==> config.mk <==
export PLATFORM = sky130hd
export DESIGN_NAME = dmem_arbiter_flat
export DESIGN_NICKNAME = d
export VERILOG_FILES = /design/src/rtl/dmem_pkg.sv /design/src/rtl/dmem_arbiter_if.sv /design/src/rtl/dmem_arb_sel.sv /design/src/rtl/dmem_arbiter.sv /design/src/flat_wrapper.sv
export SDC_FILE = /design/constraint.sdc
export NUM_CORES = 1
export LEC_CHECK = 0
export ABC_AREA = 1
export CAP_MARGIN = 20
export CORE_ASPECT_RATIO = 0.6
export CORE_MARGIN = 4
export CORE_UTILIZATION = 30
export CTS_CLUSTER_DIAMETER = 120
export CTS_CLUSTER_SIZE = 8
export DETAILED_ROUTE_END_ITERATION = 7
export GPL_TIMING_DRIVEN = 0
export PLACE_DENSITY = 0.88
export SYNTH_ARGS = -nofsm -noshare
export SYNTH_HDL_FRONTEND = slang
export SYNTH_SLANG_ARGS = --single-unit
==> constraint.sdc <==
create_clock -name clk -period 2 [get_ports clk]
set_clock_uncertainty 0.1 [all_clocks]
set_input_delay 0.3 -clock clk [delete_from_list [all_inputs] [get_ports clk]]
set_output_delay 0.3 -clock clk [all_outputs]
set_load 0.02 [all_outputs]
==> src/rtl/dmem_pkg.sv <==
// Shared constants and types for the data-memory arbiter slice.
package dmem_pkg;

    localparam int DMEM_ADDR_W = 14;
    localparam int DMEM_DATA_W = 32;

    typedef logic [0:0] port_id_t;

    localparam port_id_t PORT0 = 1'b0;
    localparam port_id_t PORT1 = 1'b1;

endpackage

==> src/rtl/dmem_arbiter_if.sv <==
// Requester-side bundle of one data-memory port: request/address/data in,
// grant and tagged read return out.
interface dmem_arbiter_if #(
    parameter int DATA_W = 32
);
    logic              req;
    logic              we;
    logic [31:0]       addr;
    logic [DATA_W-1:0] wdata;
    logic              gnt;
    logic              rvalid;
    logic [DATA_W-1:0] rdata;

    modport master (
        output req, we, addr, wdata,
        input  gnt, rvalid, rdata
    );

    modport slave (
        input  req, we, addr, wdata,
        output gnt, rvalid, rdata
    );
endinterface

==> src/rtl/dmem_arb_sel.sv <==
// Combinational owner selection for dmem_arbiter. Fixed priority with a
// starvation guard by default; round-robin when DMEM_ARB_RR_EN is defined.
module dmem_arb_sel
    import dmem_pkg::*;
#(
    parameter  int MAX_HOLD = 4,
    localparam int HOLD_W   = $clog2(MAX_HOLD) + 1
) (
    input  logic [1:0]        req,
    input  port_id_t          last,
    input  logic [HOLD_W-1:0] hold_cnt,
    output logic [1:0]        gnt
);

    // The non-last port as a one-hot grant vector.
    logic [1:0] other_gnt;
    assign other_gnt = (last == PORT0) ? 2'b10 : 2'b01;

`ifdef DMEM_ARB_RR_EN
    logic unused_hold;
    assign unused_hold = ^hold_cnt;

    always_comb begin
        gnt = req;
        if (req == 2'b11) gnt = other_gnt;
    end
`else
    always_comb begin
        gnt = req;
        if (req == 2'b11) begin
            gnt = (hold_cnt == HOLD_W'(MAX_HOLD)) ? other_gnt : 2'b01;
        end
    end
`endif

endmodule

==> src/rtl/dmem_arbiter.sv <==
// Shares the single-port data RAM between the load/store unit (p0) and a
// debug/DMA master (p1). DMEM_ARB_RR_EN selects round-robin arbitration.
module dmem_arbiter
    import dmem_pkg::*;
#(
    parameter int ADDR_W   = DMEM_ADDR_W,
    parameter int DATA_W   = DMEM_DATA_W,
    parameter int MAX_HOLD = 4
) (
    input  logic              clk,
    input  logic              rst_n,
    dmem_arbiter_if.slave     p0,
    dmem_arbiter_if.slave     p1,
    output logic              ram_we,
    output logic [ADDR_W-1:0] ram_addr,
    output logic [DATA_W-1:0] ram_wdata,
    input  logic [DATA_W-1:0] ram_rdata
);

    localparam int HOLD_W = $clog2(MAX_HOLD) + 1;

    port_id_t          last;
    logic [HOLD_W-1:0] hold_cnt;
    logic [1:0]        rd_tag;
    logic [1:0]        gnt_sel;
    logic [1:0]        gnt;
    logic              any_gnt;
    port_id_t          win_port;
    logic              win_we;
    logic [ADDR_W-1:0] win_addr;
    logic [DATA_W-1:0] win_wdata;
    logic [ADDR_W-1:0] addr_q;
    logic [DATA_W-1:0] wdata_q;

    logic unused_addr_bits;
    assign unused_addr_bits = ^{p0.addr[31:ADDR_W+2], p0.addr[1:0],
                                p1.addr[31:ADDR_W+2], p1.addr[1:0]};

    dmem_arb_sel #(
        .MAX_HOLD (MAX_HOLD)
    ) u_sel (
        .req      ({p1.req, p0.req}),
        .last     (last),
        .hold_cnt (hold_cnt),
        .gnt      (gnt_sel)
    );

    // Nothing is granted while reset is held, which also keeps ram_we low.
    assign gnt      = rst_n ? gnt_sel : 2'b00;
    assign any_gnt  = |gnt;
    assign win_port = gnt[1] ? PORT1 : PORT0;

    always_comb begin
        win_we    = p0.we;
        win_addr  = p0.addr[ADDR_W+1:2];
        win_wdata = p0.wdata;
        if (gnt[1]) begin
            win_we    = p1.we;
            win_addr  = p1.addr[ADDR_W+1:2];
            win_wdata = p1.wdata;
        end
    end

    assign ram_we    = any_gnt & win_we;
    assign ram_addr  = any_gnt ? win_addr  : addr_q;
    assign ram_wdata = any_gnt ? win_wdata : wdata_q;

    always_ff @(posedge clk) begin
        if (any_gnt) begin
            addr_q  <= win_addr;
            wdata_q <= win_wdata;
        end
    end

    // Ownership and read-return tagging.
    always_ff @(posedge clk or negedge rst_n) begin
        if (!rst_n) begin
            last   <= PORT1;
            rd_tag <= 2'b00;
        end else begin
            rd_tag <= {gnt[1] & ~p1.we, gnt[0] & ~p0.we};
            if (any_gnt) last <= win_port;
        end
    end

`ifdef DMEM_ARB_RR_EN
    assign hold_cnt = '0;
`else
    logic other_req;
    assign other_req = (win_port == PORT0) ? p1.req : p0.req;

    // Counts consecutive wins by one port while the other one waits.
    always_ff @(posedge clk or negedge rst_n) begin
        if (!rst_n) begin
            hold_cnt <= '0;
        end else if (!any_gnt || !other_req) begin
            hold_cnt <= '0;
        end else if (win_port != last) begin
            hold_cnt <= HOLD_W'(1);
        end else begin
            hold_cnt <= hold_cnt + HOLD_W'(1);
        end
    end
`endif

    assign p0.gnt    = gnt[0];
    assign p1.gnt    = gnt[1];
    assign p0.rvalid = rd_tag[0];
    assign p1.rvalid = rd_tag[1];
    assign p0.rdata  = rd_tag[0] ? ram_rdata : '0;
    assign p1.rdata  = rd_tag[1] ? ram_rdata : '0;

endmodule

==> src/flat_wrapper.sv <==
// flat-port wrapper written by rule: the top's interface ports become plain ports
module dmem_arbiter_flat import dmem_pkg::*;
#(
    parameter int ADDR_W   = DMEM_ADDR_W,
    parameter int DATA_W   = DMEM_DATA_W,
    parameter int MAX_HOLD = 4
)
  (clk, rst_n, ram_we, ram_addr, ram_wdata, ram_rdata, p0_req, p0_we, p0_addr, p0_wdata, p0_gnt, p0_rvalid, p0_rdata, p1_req, p1_we, p1_addr, p1_wdata, p1_gnt, p1_rvalid, p1_rdata);
  dmem_arbiter_if #(.DATA_W(DATA_W)) p0_i ();
  dmem_arbiter_if #(.DATA_W(DATA_W)) p1_i ();
  input  logic clk;
  input  logic rst_n;
  output logic ram_we;
  output logic [ADDR_W-1:0] ram_addr;
  output logic [DATA_W-1:0] ram_wdata;
  input  logic [DATA_W-1:0] ram_rdata;
  input wire logic [$bits(p0_i.req)-1:0] p0_req;
  input wire logic [$bits(p0_i.we)-1:0] p0_we;
  input wire logic [$bits(p0_i.addr)-1:0] p0_addr;
  input wire logic [$bits(p0_i.wdata)-1:0] p0_wdata;
  output wire logic [$bits(p0_i.gnt)-1:0] p0_gnt;
  output wire logic [$bits(p0_i.rvalid)-1:0] p0_rvalid;
  output wire logic [$bits(p0_i.rdata)-1:0] p0_rdata;
  input wire logic [$bits(p1_i.req)-1:0] p1_req;
  input wire logic [$bits(p1_i.we)-1:0] p1_we;
  input wire logic [$bits(p1_i.addr)-1:0] p1_addr;
  input wire logic [$bits(p1_i.wdata)-1:0] p1_wdata;
  output wire logic [$bits(p1_i.gnt)-1:0] p1_gnt;
  output wire logic [$bits(p1_i.rvalid)-1:0] p1_rvalid;
  output wire logic [$bits(p1_i.rdata)-1:0] p1_rdata;
  assign p0_i.req = p0_req;
  assign p0_i.we = p0_we;
  assign p0_i.addr = p0_addr;
  assign p0_i.wdata = p0_wdata;
  assign p0_gnt = p0_i.gnt;
  assign p0_rvalid = p0_i.rvalid;
  assign p0_rdata = p0_i.rdata;
  assign p1_i.req = p1_req;
  assign p1_i.we = p1_we;
  assign p1_i.addr = p1_addr;
  assign p1_i.wdata = p1_wdata;
  assign p1_gnt = p1_i.gnt;
  assign p1_rvalid = p1_i.rvalid;
  assign p1_rdata = p1_i.rdata;
  dmem_arbiter #(.ADDR_W(ADDR_W), .DATA_W(DATA_W), .MAX_HOLD(MAX_HOLD)) u_core (.clk(clk), .rst_n(rst_n), .p0(p0_i), .p1(p1_i), .ram_we(ram_we), .ram_addr(ram_addr), .ram_wdata(ram_wdata), .ram_rdata(ram_rdata));
endmodule
[After elaboration in Yosys (flattened, before gate mapping)]
Index checks and enable logic that the tools add are counted.
Operators by class
  equality and inequality tests: 3
  add/subtract/negate cells: 1
  mux-type cells: 15
  reduce and logical (&&, ||, !) cells: 4
  bitwise gates (word level): 5
Operators with widths (number)
  2-to-1 mux 32 bit: 4
  2-to-1 mux 14 bit: 2
  2-to-1 mux 2 bit: 4
  2-to-1 mux 3 bit: 2
  adder 3 x 1 -> 3 bit, second input constant: 1
  AND 1 bit: 3
  equality test 3 bit, second input constant: 1
  2-to-1 mux 1 bit: 3
  equality test 2 bit, second input constant: 1
  logical NOT 1 bit: 2
  NOT 1 bit: 2
  OR reduction 2 bit: 1
  logical OR 1 bit: 1
  inequality test 1 bit: 1
Storage, ports and cells
  input bits: 166
  bits in registers: 52

[Longest topological paths before layout]
  depth in word-level cells: 9
  gate-level depth with buffers: 9
  gate-level depth less buffers: 8

[Hierarchy]
From an unflattened synthesis, not the netlist that was laid out.
Unflattened totals
  cells, all modules: 526
  area, all modules: 2932.8 um2
Modules (own cells, without submodules)
  dmem_arbiter: area each 2872.8 um2, times used 1, cells each 512, sequential area each 1072.3 um2
  dmem_arb_sel: area each 60.1 um2, times used 1, cells each 14, sequential area each 0.0 um2

[Least setup slack after synthesis]
Ideal clock, no wire load.
  path kind: register -> output
  start: reg u_core.hold_cnt[0]
  end: out ram_we
  stages on the path, launching flop included: 10
  setup slack: 0.255 ns
  arrival time: 1.345 ns
  path through: dfrtp_1 -> inv_1 -> ha_1 -> nand3_2 -> nand2_2 -> nand2_2 -> inv_2 -> buf_4 -> nor2_1 -> nor2_1
Between the ends
  word-level cells in the longest chain between the ends: 6
  elaborated cells on any way between the ends: 7
  classes of those cells: eq/ne: 1; mux: 4; bitwise: 1; reduce/logical: 1
RTL lines
  start: declaration: RTL line dmem_arbiter.sv:23  | logic [HOLD_W-1:0] hold_cnt;
  start signal: assignment: RTL line dmem_arbiter.sv:101  | hold_cnt <= hold_cnt + HOLD_W'(1);
  equality test 3 bit (*): RTL line dmem_arb_sel.sv:31  | gnt = (hold_cnt == HOLD_W'(MAX_HOLD)) ? other_gnt : 2'b01;
  2-to-1 mux 2 bit (*): RTL line dmem_arb_sel.sv:31
  2-to-1 mux 2 bit (*): RTL line dmem_arb_sel.sv:30  | if (req == 2'b11) begin
  2-to-1 mux 2 bit (*): RTL line dmem_arbiter.sv:49  | assign gnt = rst_n ? gnt_sel : 2'b00;
  OR reduction 2 bit / 2-to-1 mux 1 bit (equally long branches): RTL line dmem_arbiter.sv:50, dmem_arbiter.sv:57
  AND 1 bit (*): RTL line dmem_arbiter.sv:64  | assign ram_we = any_gnt & win_we;
  end: declaration: RTL line flat_wrapper.sv:13  | output logic ram_we;
Mark *: on every way between the ends. The rest lies on a longest branch, timed or not.

[Worst setup path in the final report]
  start: reg u_core.hold_cnt[1]
  end: out ram_wdata[29]
Between the ends
  word-level cells in the longest chain between the ends: 6
  elaborated cells on any way between the ends: 7
  classes of those cells: eq/ne: 1; mux: 5; reduce/logical: 1
RTL lines
  equality test 3 bit (*): RTL line dmem_arb_sel.sv:31
  2-to-1 mux 2 bit (*): RTL line dmem_arb_sel.sv:31
  2-to-1 mux 2 bit (*): RTL line dmem_arb_sel.sv:30
  2-to-1 mux 2 bit (*): RTL line dmem_arbiter.sv:49
  2-to-1 mux 32 bit / OR reduction 2 bit (equally long branches): RTL line dmem_arbiter.sv:57, dmem_arbiter.sv:50
  2-to-1 mux 32 bit (*): RTL line dmem_arbiter.sv:66  | assign ram_wdata = any_gnt ? win_wdata : wdata_q;
  end: declaration: RTL line flat_wrapper.sv:15  | output logic [DATA_W-1:0] ram_wdata;
Marks and branches as above.

==> key figures <==
Worst hold path
  – Worst Hold Class: in -> async

Synthesis
  – Largest family of logic cells by synthesized area: simple AND/OR/NAND/NOR gates
  – Yosys warning total: 0
  – Unique masters post-synth: 20
  – Synthesized area per cell: around 6.4 um2
  – Mapped Area: roughly 2900 um2
  – Seq cells post-synth: 52
  – Area fraction in compound gates after synthesis: 0.00647
  – Mux share of post-synthesis cell area: 0
  – Syn Nets: 619
  – Synth Area in XOR/XNOR: 0.00302
  – Synth Area in Simple Gates: 0.437
  – Sequential share of the synthesized area: 0.370
  – Adder-Cell Fraction of Synth Area: 0.00862
  – Mapped Cells: 451

Place
  – Post-DP HPWL: just over 10 mm
  – I/O Buffers: between 200 and 250
  – Placed Instance Area: about 5500 um2
  – Placement Setup Slack: -0.962 ns
  – GP Congestion: approximately 0.9

Setup path
  – Worst path required time: about 1.6 ns
  – Worst Path Class, Setup: reg -> out
  – Worst path cell trace: inv_2 -> ha_4 -> nand3_4 -> nand2_4 -> nand2_8 -> buf_12 -> buf_12 -> nand3_4 -> nand3_2 -> buf_6
  – CP Data Arrival Time: ~1.8 ns
  – Slowest CP cell: dfrtp_1
  – Startpoint Class: register
  – Worst stage delay on the critical path: ~0.40 ns
  – CP Capture Type: output port
  – CP max FO: 6

Timing
  – Unrepaired setup endpoints after global routing: yes
  – Fmax: 450 MHz
  – Fin. Hold Viols: 0
  – Crit share post-route: 1.11
  – Final Max Slew Viols: 0
  – Max transition margin: 0.815
  – Period minus WS final: 2.22 ns
  – Setup TNS after final layout: -7.70 ns
  – Worst-margin pin slew: between 0.2 and 0.3 ns
  – Final setup margin: -0.222 ns
  – Setup violators final: 48

Pwr
  – Clock power frac: 0.238
  – Worst vdd rail ir drop: approximately 0.47 mV
  – Flop pwr share: 0.315
  – P per Cell Area: roughly 550 nW/um2
  – Switching part of the total power: 0.334
  – Switching power: 1320 uW
  – Logic pwr share: 0.447
  – Static Leakage: approximately 0.0040 uW
  – Internal: roughly 2600 uW

Floorplan
  – Row cnt: 27
  – Die area: about 11000 um2
  – Starting Density: 0.312
  – IO Pins: between 200 and 300
  – Core Area: a little over 9000 um2
  – Die height: 84.2 um
  – Die Width: about 130 um

Layout
  – Area Overhead vs Synth: 145%
  – # diodes: 0
  – Commonest non-fill, non-tap cell in the layout: clkdlybuf4s50_1
  – Fraction of layout cells with a size suffix above 1: 0.352
  – Fin area: 7110 um2
  – Final nets: a little over 900
  – Fin util: 0.765
  – Most frequent cells in the layout: 133 x clkdlybuf4s50_1, 125 x nand2_1, 84 x inv_1, 61 x dlygate4sd2_1, 54 x buf_6

Drt
  – DR vias/cell: around 4.8
  – Residual DRC: 0
  – Drt pass-1 iters: 7
  – Drt wl/cell: ~18 um
  – Routed wire length: between 15 and 20 mm
  – Iteration-0 DRC Markers: ~160
  – Via count: 4231
  – ANT nets after route: 0

Clock tree
  – Max Buffers Root-to-Sink: 2
  – CTS tree: done
  – Clock sink count: 52
  – Clk_lat worst skew: 0.29 ns
  – CTS root buffer: clkbuf_16
  – Num CTS Buffers: 5
  – CTS H-Tree Depth: 2
  – Clk pin slew, worst setup/hold paths: approximately 0.07 ns

Global routing
  – Gr ovfl total: 0
  – Initial antenna violation count: 0
  – First-pass GRT wire length: about 21 mm
  – Number of global-route vias before repair: around 4100
  – GRT Overall Usage: 0.232
  – Largest net degree at the start of global routing: 16

Status
  – Status: complete, but fails checks
  – Failing checks: setup timing

Run
  – Max-cap violations: 0
registers in the layout, summed over array words and instances (netlist names):
| register | count |
|---|---|
| u_core.addr_q | 14 |
| u_core.hold_cnt | 3 |
| u_core.last | 1 |
| u_core.rd_tag | 2 |
| u_core.wdata_q | 32 |
cells in the mapped netlist:
cell,instances,share of area
a311oi_1,1,0.0030
dfxtp_1,46,0.32
nand2_1,171,0.22
dfstp_2,1,0.0091
ha_1,2,0.0086
xor2_1,1,0.0030
buf_8,1,0.0052
inv_2,4,0.0052
dfrtp_1,5,0.043
nand3_1,74,0.13
nor2_1,6,0.0078
nand3b_1,1,0.0026
buf_2,11,0.019
o21ai_0,2,0.0034
inv_1,87,0.11
buf_6,4,0.016
clkbuf_1,6,0.0078
buf_4,4,0.010
nand3_2,20,0.069
nand2_2,4,0.0086
cell families (layout without fill, tap and decap cells):
kind of cell | after synthesis | after routing
compound gates | 3 | 3
simple gates | 276 | 276
buf+inv | 117 | 415
fa+ha+maj | 2 | 2
flops | 52 | 52
xor+xnor | 1 | 1
layer usage:
metal	GRT usage	share of wire	wire, um	vias to the layer above
met1	0.254	0.36	5840	2009
met3	0.0725	0.083	1350	46
met4	0.0576	0.039	627	0
met5	0	0	0	-
met2	0.439	0.52	8420	226
li1	-	-	-	1950
area by class of cell:
cell class / count / area, um2
buffer: 23 / 278
clock buffer: 7 / 154
clock inverter: 1 / 5.00
fill: 594 / 2180
inverter: 91 / 359
multi-input combinational: 282 / 2140
sequential: 52 / 1070
tap: 130 / 163
timing repair buffer: 293 / 2940
critical path, delay by kind of cell (launching register included):
kind | cells | cell delay [ns]
buffers and inverters | 4 | 0.55
AND/OR/NAND/NOR | 5 | 0.45
flip-flops | 1 | 0.40
adder cells (fa/ha/maj) | 1 | 0.14
worst paths after layout:
kind                       slack, ns  depth (start not counted)                         start                           end
setup / recovery               -0.22                         10  u_core.hold_cnt[1]$_DFF_PN0_                 ram_wdata[29]
hold / removal                  0.07                          1                         rst_n       u_core.last$_DFFE_PN1N_
setup reg to reg                0.10                         12  u_core.hold_cnt[1]$_DFF_PN0_      u_core.addr_q[0]$_DFF_P_
hold reg to reg                 0.36                          2      u_core.addr_q[2]$_DFF_P_      u_core.addr_q[2]$_DFF_P_
max in group asynchronous       1.01                          2                         rst_n    u_core.rd_tag[1]$_DFF_PN0_
min in group clk                0.27                          3                        p0_req  u_core.hold_cnt[0]$_DFF_PN0_
metrics by stage:
| step | instances | hold slack (ns) | total power [uW] |
|---|---|---|---|
| after floorplan | 451 | -0.0956 | 1780 |
| after global placement | 825 | 0.335 | 2460 |
| after detailed placement | 825 | 0.339 | 2490 |
| after CTS | 869 | 0.0627 | 3660 |
| after global routing | 879 | 0.0802 | 4100 |
| final | 879 | 0.0690 | 3940 |
power groups by stage:
| stage | sequential [uW] | combinational, uW | clock (uW) |
|---|---|---|---|
| global placement | 1240 | 1220 | 0 |
| finish | 1240 | 1760 | 938 |
| global route | 1250 | 1860 | 992 |
| CTS | 1230 | 1500 | 941 |
| floorplan | 1240 | 540 | 0 |
| detailed placement | 1250 | 1240 | 0 |
repair_timing:
action,in CTS,in global routing
hold buffers,1,0
gates resized for setup,458,135
endpoints found under the setup margin,109,50
hold endpoints to repair,5,0
pin swaps,11,28
setup buffers,33,12
gates cloned,3,3
(Power assumes the default switching activity.)
